<file path="config.mk">
export PLATFORM = sky130hd
export DESIGN_NAME = vga_pic_scheduler
export DESIGN_NICKNAME = d
export VERILOG_FILES = /design/src/rtl/vga_sched_pkg.sv /design/src/rtl/vga_hold_timer.sv /design/src/rtl/vga_pic_scheduler.sv
export SDC_FILE = /design/constraint.sdc
export NUM_CORES = 1
export LEC_CHECK = 0
export ABC_AREA = 1
export BUFFER_PORTS_ARGS = -buffer_cell sky130_fd_sc_hd__buf_2
export CORE_MARGIN = 2
export CORE_UTILIZATION = 50
export CTS_CLUSTER_DIAMETER = 150
export DETAILED_ROUTE_END_ITERATION = 7
export PLACE_DENSITY = 0.79
export SYNTH_ARGS = -nofsm -noshare
export SYNTH_HDL_FRONTEND = slang
export SYNTH_SLANG_ARGS = --single-unit
</file>
<file path="constraint.sdc">
create_clock -name clk -period 1.63 [get_ports clk]
set_clock_uncertainty 0.1 [all_clocks]
set_input_delay 0.163 -clock clk [delete_from_list [all_inputs] [get_ports clk]]
set_output_delay 0.163 -clock clk [all_outputs]
set_load 0.02 [all_outputs]
</file>
<file path="src/rtl/vga_sched_pkg.sv">
// rtl/vga_sched_pkg.sv - shared types, gain limits and saturating gain helpers
package vga_sched_pkg;

    typedef enum logic [1:0] {
        IDLE     = 2'd0,
        FADE_OUT = 2'd1,
        SWAP     = 2'd2,
        FADE_IN  = 2'd3
    } state_t;

    localparam logic [7:0] GAIN_MAX = 8'd255;
    localparam logic [7:0] GAIN_MIN = 8'd0;

    // 9-bit difference; a borrow into bit 8 means the result went below black
    function automatic logic [7:0] sat_sub8(input logic [7:0] a, input logic [7:0] b);
        logic [8:0] diff;
        diff = {1'b0, a} - {1'b0, b};
        return diff[8] ? GAIN_MIN : diff[7:0];
    endfunction

    // 9-bit sum; a carry into bit 8 means the result went past full brightness
    function automatic logic [7:0] sat_add8(input logic [7:0] a, input logic [7:0] b);
        logic [8:0] sum;
        sum = {1'b0, a} + {1'b0, b};
        return sum[8] ? GAIN_MAX : sum[7:0];
    endfunction

endpackage

</file>
<file path="src/rtl/vga_hold_timer.sv">
// rtl/vga_hold_timer.sv - slideshow frame counter with expire pulse
module vga_hold_timer #(
    parameter logic [15:0] HOLD_FRAMES = 16'd360
) (
    input  logic clk,
    input  logic rst,
    input  logic clear,
    input  logic i_frame_start,
    input  logic i_en,
    output logic o_expire
);

    logic [15:0] count;

    // Expiry is flagged on the frame start that completes the hold period
    assign o_expire = i_en && i_frame_start && (count == HOLD_FRAMES - 16'd1);

    // Count frame starts while enabled; disabling or clearing restarts the hold
    always_ff @(posedge clk) begin
        if (rst || clear || !i_en) begin
            count <= 16'd0;
        end else if (i_frame_start) begin
            count <= (count == HOLD_FRAMES - 16'd1) ? 16'd0 : count + 16'd1;
        end
    end

endmodule

</file>
<file path="src/rtl/vga_pic_scheduler.sv">
// rtl/vga_pic_scheduler.sv - frame-aligned fade-out / swap / fade-in picture scheduler
module vga_pic_scheduler
    import vga_sched_pkg::*;
#(
    parameter int          NUM_PICS    = 2,
    parameter int          PIC_W       = 1,
    parameter logic [7:0]  FADE_STEP   = 8'd32,
    parameter logic [15:0] HOLD_FRAMES = 16'd360
) (
    input  logic             clk,
    input  logic             rst,
    input  logic             i_frame_start,
    input  logic             i_req_valid,
    input  logic [PIC_W-1:0] i_req_pic,
    output logic             o_req_ready,
    input  logic             i_auto_en,
    output logic [PIC_W-1:0] o_pic_sel,
    output logic [7:0]       o_gain,
    output logic             o_busy,
    output logic             o_done
);

    state_t           state;
    logic [PIC_W-1:0] target;
    logic             accept;
    logic             expire;
    logic             req_fire;
    logic [PIC_W-1:0] ext_pic;
    logic [PIC_W-1:0] next_pic;
    logic [PIC_W-1:0] req_pic;
    logic [7:0]       gain_dn;
    logic [7:0]       gain_up;

    assign o_req_ready = (state == IDLE);
    assign o_busy      = (state != IDLE);
    assign accept      = i_req_valid && o_req_ready;

    // Out-of-range indices select the last stored picture
    assign ext_pic  = (int'(i_req_pic) >= NUM_PICS) ? PIC_W'(NUM_PICS - 1) : i_req_pic;
    assign next_pic = (int'(o_pic_sel) >= NUM_PICS - 1) ? '0 : o_pic_sel + PIC_W'(1);

    // External requests take priority over a slideshow expiry in the same cycle
    assign req_fire = accept || (o_req_ready && expire);
    assign req_pic  = accept ? ext_pic : next_pic;

    assign gain_dn = sat_sub8(o_gain, FADE_STEP);
    assign gain_up = sat_add8(o_gain, FADE_STEP);

    vga_hold_timer #(
        .HOLD_FRAMES (HOLD_FRAMES)
    ) u_hold_timer (
        .clk           (clk),
        .rst           (rst),
        .clear         (accept),
        .i_frame_start (i_frame_start),
        .i_en          (i_auto_en && o_req_ready),
        .o_expire      (expire)
    );

    // Transition sequencer; gain and select only move on frame starts
    always_ff @(posedge clk) begin
        if (rst) begin
            state     <= IDLE;
            o_pic_sel <= '0;
            o_gain    <= GAIN_MAX;
            o_done    <= 1'b0;
            target    <= '0;
        end else begin
            o_done <= 1'b0;
            case (state)
                IDLE: begin
                    if (req_fire) begin
                        target <= req_pic;
                        if (req_pic != o_pic_sel) begin
                            state <= FADE_OUT;
                        end else begin
                            o_done <= 1'b1;
                        end
                    end
                end
                FADE_OUT: begin
                    if (i_frame_start) begin
                        o_gain <= gain_dn;
                        if (gain_dn == GAIN_MIN) begin
                            state <= SWAP;
                        end
                    end
                end
                SWAP: begin
                    if (i_frame_start) begin
                        o_pic_sel <= target;
                        state     <= FADE_IN;
                    end
                end
                FADE_IN: begin
                    if (i_frame_start) begin
                        o_gain <= gain_up;
                        if (gain_up == GAIN_MAX) begin
                            state  <= IDLE;
                            o_done <= 1'b1;
                        end
                    end
                end
                default: state <= IDLE;
            endcase
        end
    end

endmodule
</file>
==> flow_summary.json <==
{
  "status": "complete, but fails checks",
  "failed_checks": "negative setup slack",
  "pin_count": 18,
  "fin_util_pct": 71.7,
  "gp_congestion": 0.843,
  "synth_top_cell_area_share_pct": 35.7,
  "worst_setup_path_start_kind": "flop",
  "powerDensity_nw_per_um2": 1190,
  "ir_drop_mv": 1.05,
  "postSynthAreaPerCell_um2": 6.89,
  "fmax_mhz": 613,
  "crit_type": "reg2reg",
  "seq_power_share_pct": 32.5,
  "core_area_um2": 3080,
  "synth-edff-count": 0,
  "cp_data_arrival_time_ns": 1.82,
  "cts_buffer_depth": 2,
  "netlist_top_cells_area": "dfxtp_1 36%, nand2_1 9.9%, inv_1 8.1%",
  "rows": 20,
  "synthArstFlopShare_pct": 0,
  "r2r_setup_slack_ns": -0.0008,
  "syn_area_um2": 1630,
  "wire_per_inst_um": 13.1,
  "clk_pin_slew_ns": 0.10,
  "route.detailed.drc": 0,
  "first_pass_iters": 4,
  "nets": 290,
  "yosysMostFrequentCell": "nand2_1",
  "drt_iter0_drc": 142,
  "synth_top_area_cell": "dfxtp_1",
  "final_max_slew_viol_count": 0,
  "postLayoutSetupSlackWorst_ns": -0.000831,
  "fin_crit_sh_pct": 100,
  "multi_input_area_um2": 1090,
  "cp.required_ns": 1.81,
  "slew_headroom_pct": 80.4,
  "grt_remaining_overflow": 0,
  "die-area_um2": 3730,
  "p_switching_uw": 1060,
  "grt_util_all_layers_pct": 23.2,
  "ys_warn_count": 0,
  "antenna_cells": 0,
  "synth-seq-area-share_pct": 35.7,
  "synth_common_cells": "43 x nand2_1, 35 x inv_1, 32 x nor2_1",
  "ys_seq_elements": 29,
  "drive_gt1_share_pct": 40.3,
  "first_global_vias": 1484,
  "crit_path_end_kind": "flop",
  "crit_fanout": 5,
  "cts_tree": "done",
  "num_vias": 1736,
  "h-tree-depth": 2,
  "hold_class": "in2reg",
  "clkLatencyLatePin_ns": 0.35,
  "synth_nets": 249,
  "fill_cells": 232,
  "crit_chain": "inv_4 > ha_4 > inv_2 > o21ai_1 > nand3_2 > nand2_2 > nand3_2 > nor2_2 > nor2_1 > nor2_1",
  "hpwl_um": 2730,
  "p_leak_uw": 0.000999,
  "seq_area_um2": 599,
  "p_int_uw": 1570,
  "routed_via_density": 5.39,
  "maxCapViolCount": 0,
  "tightest_slew_ns": 0.293,
  "finalHoldViolations": 0,
  "total_power_uw": 2640,
  "fin_hold_ws_ns": 0.0236,
  "grt_max_degree": 12,
  "synthCells": 236,
  "cts.sink_count": 29,
  "share_comb_of_total_power_pct": 47.7,
  "synth_cell_type_count": 33,
  "critical_path.max_stage_delay_ns": 0.41,
  "dieWidth_um": 61.0,
  "detail-route-antenna-nets": 0,
  "antenna_found_initial": 0,
  "rsz0062_at_grt": "yes",
  "fin_setup_tns_ns": -0.000831,
  "crit_path_top_delay_cell": "dfxtp_4",
  "cts-root-buf": "clkbuf_4",
  "clkPwrFrac_pct": 19.7,
  "grt_pass1_wl_um": 6270,
  "totalWireLength_um": 4230,
  "period_minus_slack_ns": 1.63,
  "area_growth_pct": 35.7,
  "power.share.switching_pct": 40.3,
  "die_h_um": 61.0,
  "cts_inserted_buffers": 5,
  "initial_core_util_pct": 52.8,
  "portBuffers": 17,
  "synth_ff_type": "dfxtp_1",
  "setup_violations": 1
}
-- power by group through the flow --
stage	registers [uW]	clock network [uW]	logic (uW)
3_3_place_gp	842	0	866
6_report	858	520	1260
3_5_place_dp	845	0	885
2_1_floorplan	864	0	605
5_1_grt	864	551	1380
4_1_cts	837	522	1090
-- layout by cell type, fill, tap and decap left out, types with 2 or more instances in the layout --
| master | netlist | final |
|---|---|---|
| a211oi_1 | 4 | 3 |
| a21oi_1 | 12 | 10 |
| a21oi_2 | 0 | 2 |
| a31oi_1 | 7 | 7 |
| buf_2 | 2 | 17 |
| buf_4 | 0 | 19 |
| buf_6 | 0 | 2 |
| clkbuf_4 | 0 | 5 |
| clkbuf_8 | 0 | 2 |
| dfxtp_1 | 29 | 20 |
| dfxtp_2 | 0 | 6 |
| dfxtp_4 | 0 | 3 |
| ha_2 | 0 | 3 |
| ha_4 | 0 | 3 |
| inv_1 | 35 | 29 |
| inv_2 | 2 | 6 |
| inv_4 | 0 | 2 |
| nand2_1 | 43 | 30 |
| nand2_2 | 1 | 13 |
| nand3_1 | 15 | 8 |
| nand3_2 | 1 | 7 |
| nand3b_1 | 2 | 2 |
| nand4_1 | 3 | 3 |
| nor2_1 | 32 | 25 |
| nor2_2 | 1 | 5 |
| nor2_4 | 1 | 4 |
| nor3_1 | 6 | 3 |
| nor3_2 | 1 | 3 |
| nor3_4 | 1 | 2 |
| o21a_1 | 3 | 3 |
| o21ai_0 | 15 | 10 |
| o21ai_1 | 1 | 4 |
| o21ai_2 | 0 | 2 |
| xnor2_1 | 2 | 2 |
-- cell type report --
type	count	share of cell area (%)
multi-input cells	166	49.3
well taps	44	2.49
clock inverters	1	0.227
repair buffers	38	11.3
clock buffers	7	2.95
flip-flops and latches	29	27.2
inverters	37	6.52
-- state kept, by name, indices dropped and copies added, names as in the netlist --
register and flops:
target 1, u_hold_timer.count 16, o_gain 8, o_done 1, o_pic_sel 1, state 2
-- repair_timing --
action,CTS,global route
resized for setup,19,54
pin swaps,3,23
buffers inserted,6,3
hold buffers,0,0
endpoints found under the hold margin,0,0
setup endpoints to repair,8,15
-- final timing paths --
kind / depth (start not counted) / endpoint / start
max: 10 / state[1] / o_gain[6]
max reg2reg: 10 / state[1] / o_gain[6]
min: 3 / u_hold_timer.count[15] / i_frame_start
min reg2reg: 2 / u_hold_timer.count[6] / u_hold_timer.count[6]
-- metrics by stage --
step	instance area (um^2)	worst slack, ns	cells
3_5_place_dp	1850	-0.0476	305
5_1_grt	2210	-0.110	322
3_3_place_gp	1850	0.0155	305
4_1_cts	2030	0.00454	319
2_1_floorplan	1630	0.000979	236
6_report	2210	-0.000831	322
-- kinds of logic after synthesis --
kind of cell    share of synthesized area [%]
buf+inv                                  9.62
compound gates                           16.2
xor+xnor                                 1.62
flops                                    35.7
simple gates                             31.5
fa+ha+maj                                5.38
-- per-layer routing --
layer / vias up / global-route usage, % / part of all wire, %
met5: - / 0 / 0
met4: 0 / 9.32 / 3.1
met3: 16 / 6.72 / 5.3
met2: 64 / 35.6 / 45
met1: 801 / 30.7 / 46
li1: 855 / - / -
-- critical path, delay by kind of cell (launching register included) --
family | cells | cell delay [ns]
AOI/OAI and AO/OA | 1 | 0.16
and+or+nand+nor | 6 | 0.54
DFF | 1 | 0.41
adders and majority gates | 1 | 0.26
buffers and inverters | 2 | 0.09
(Power assumes the default switching activity.)
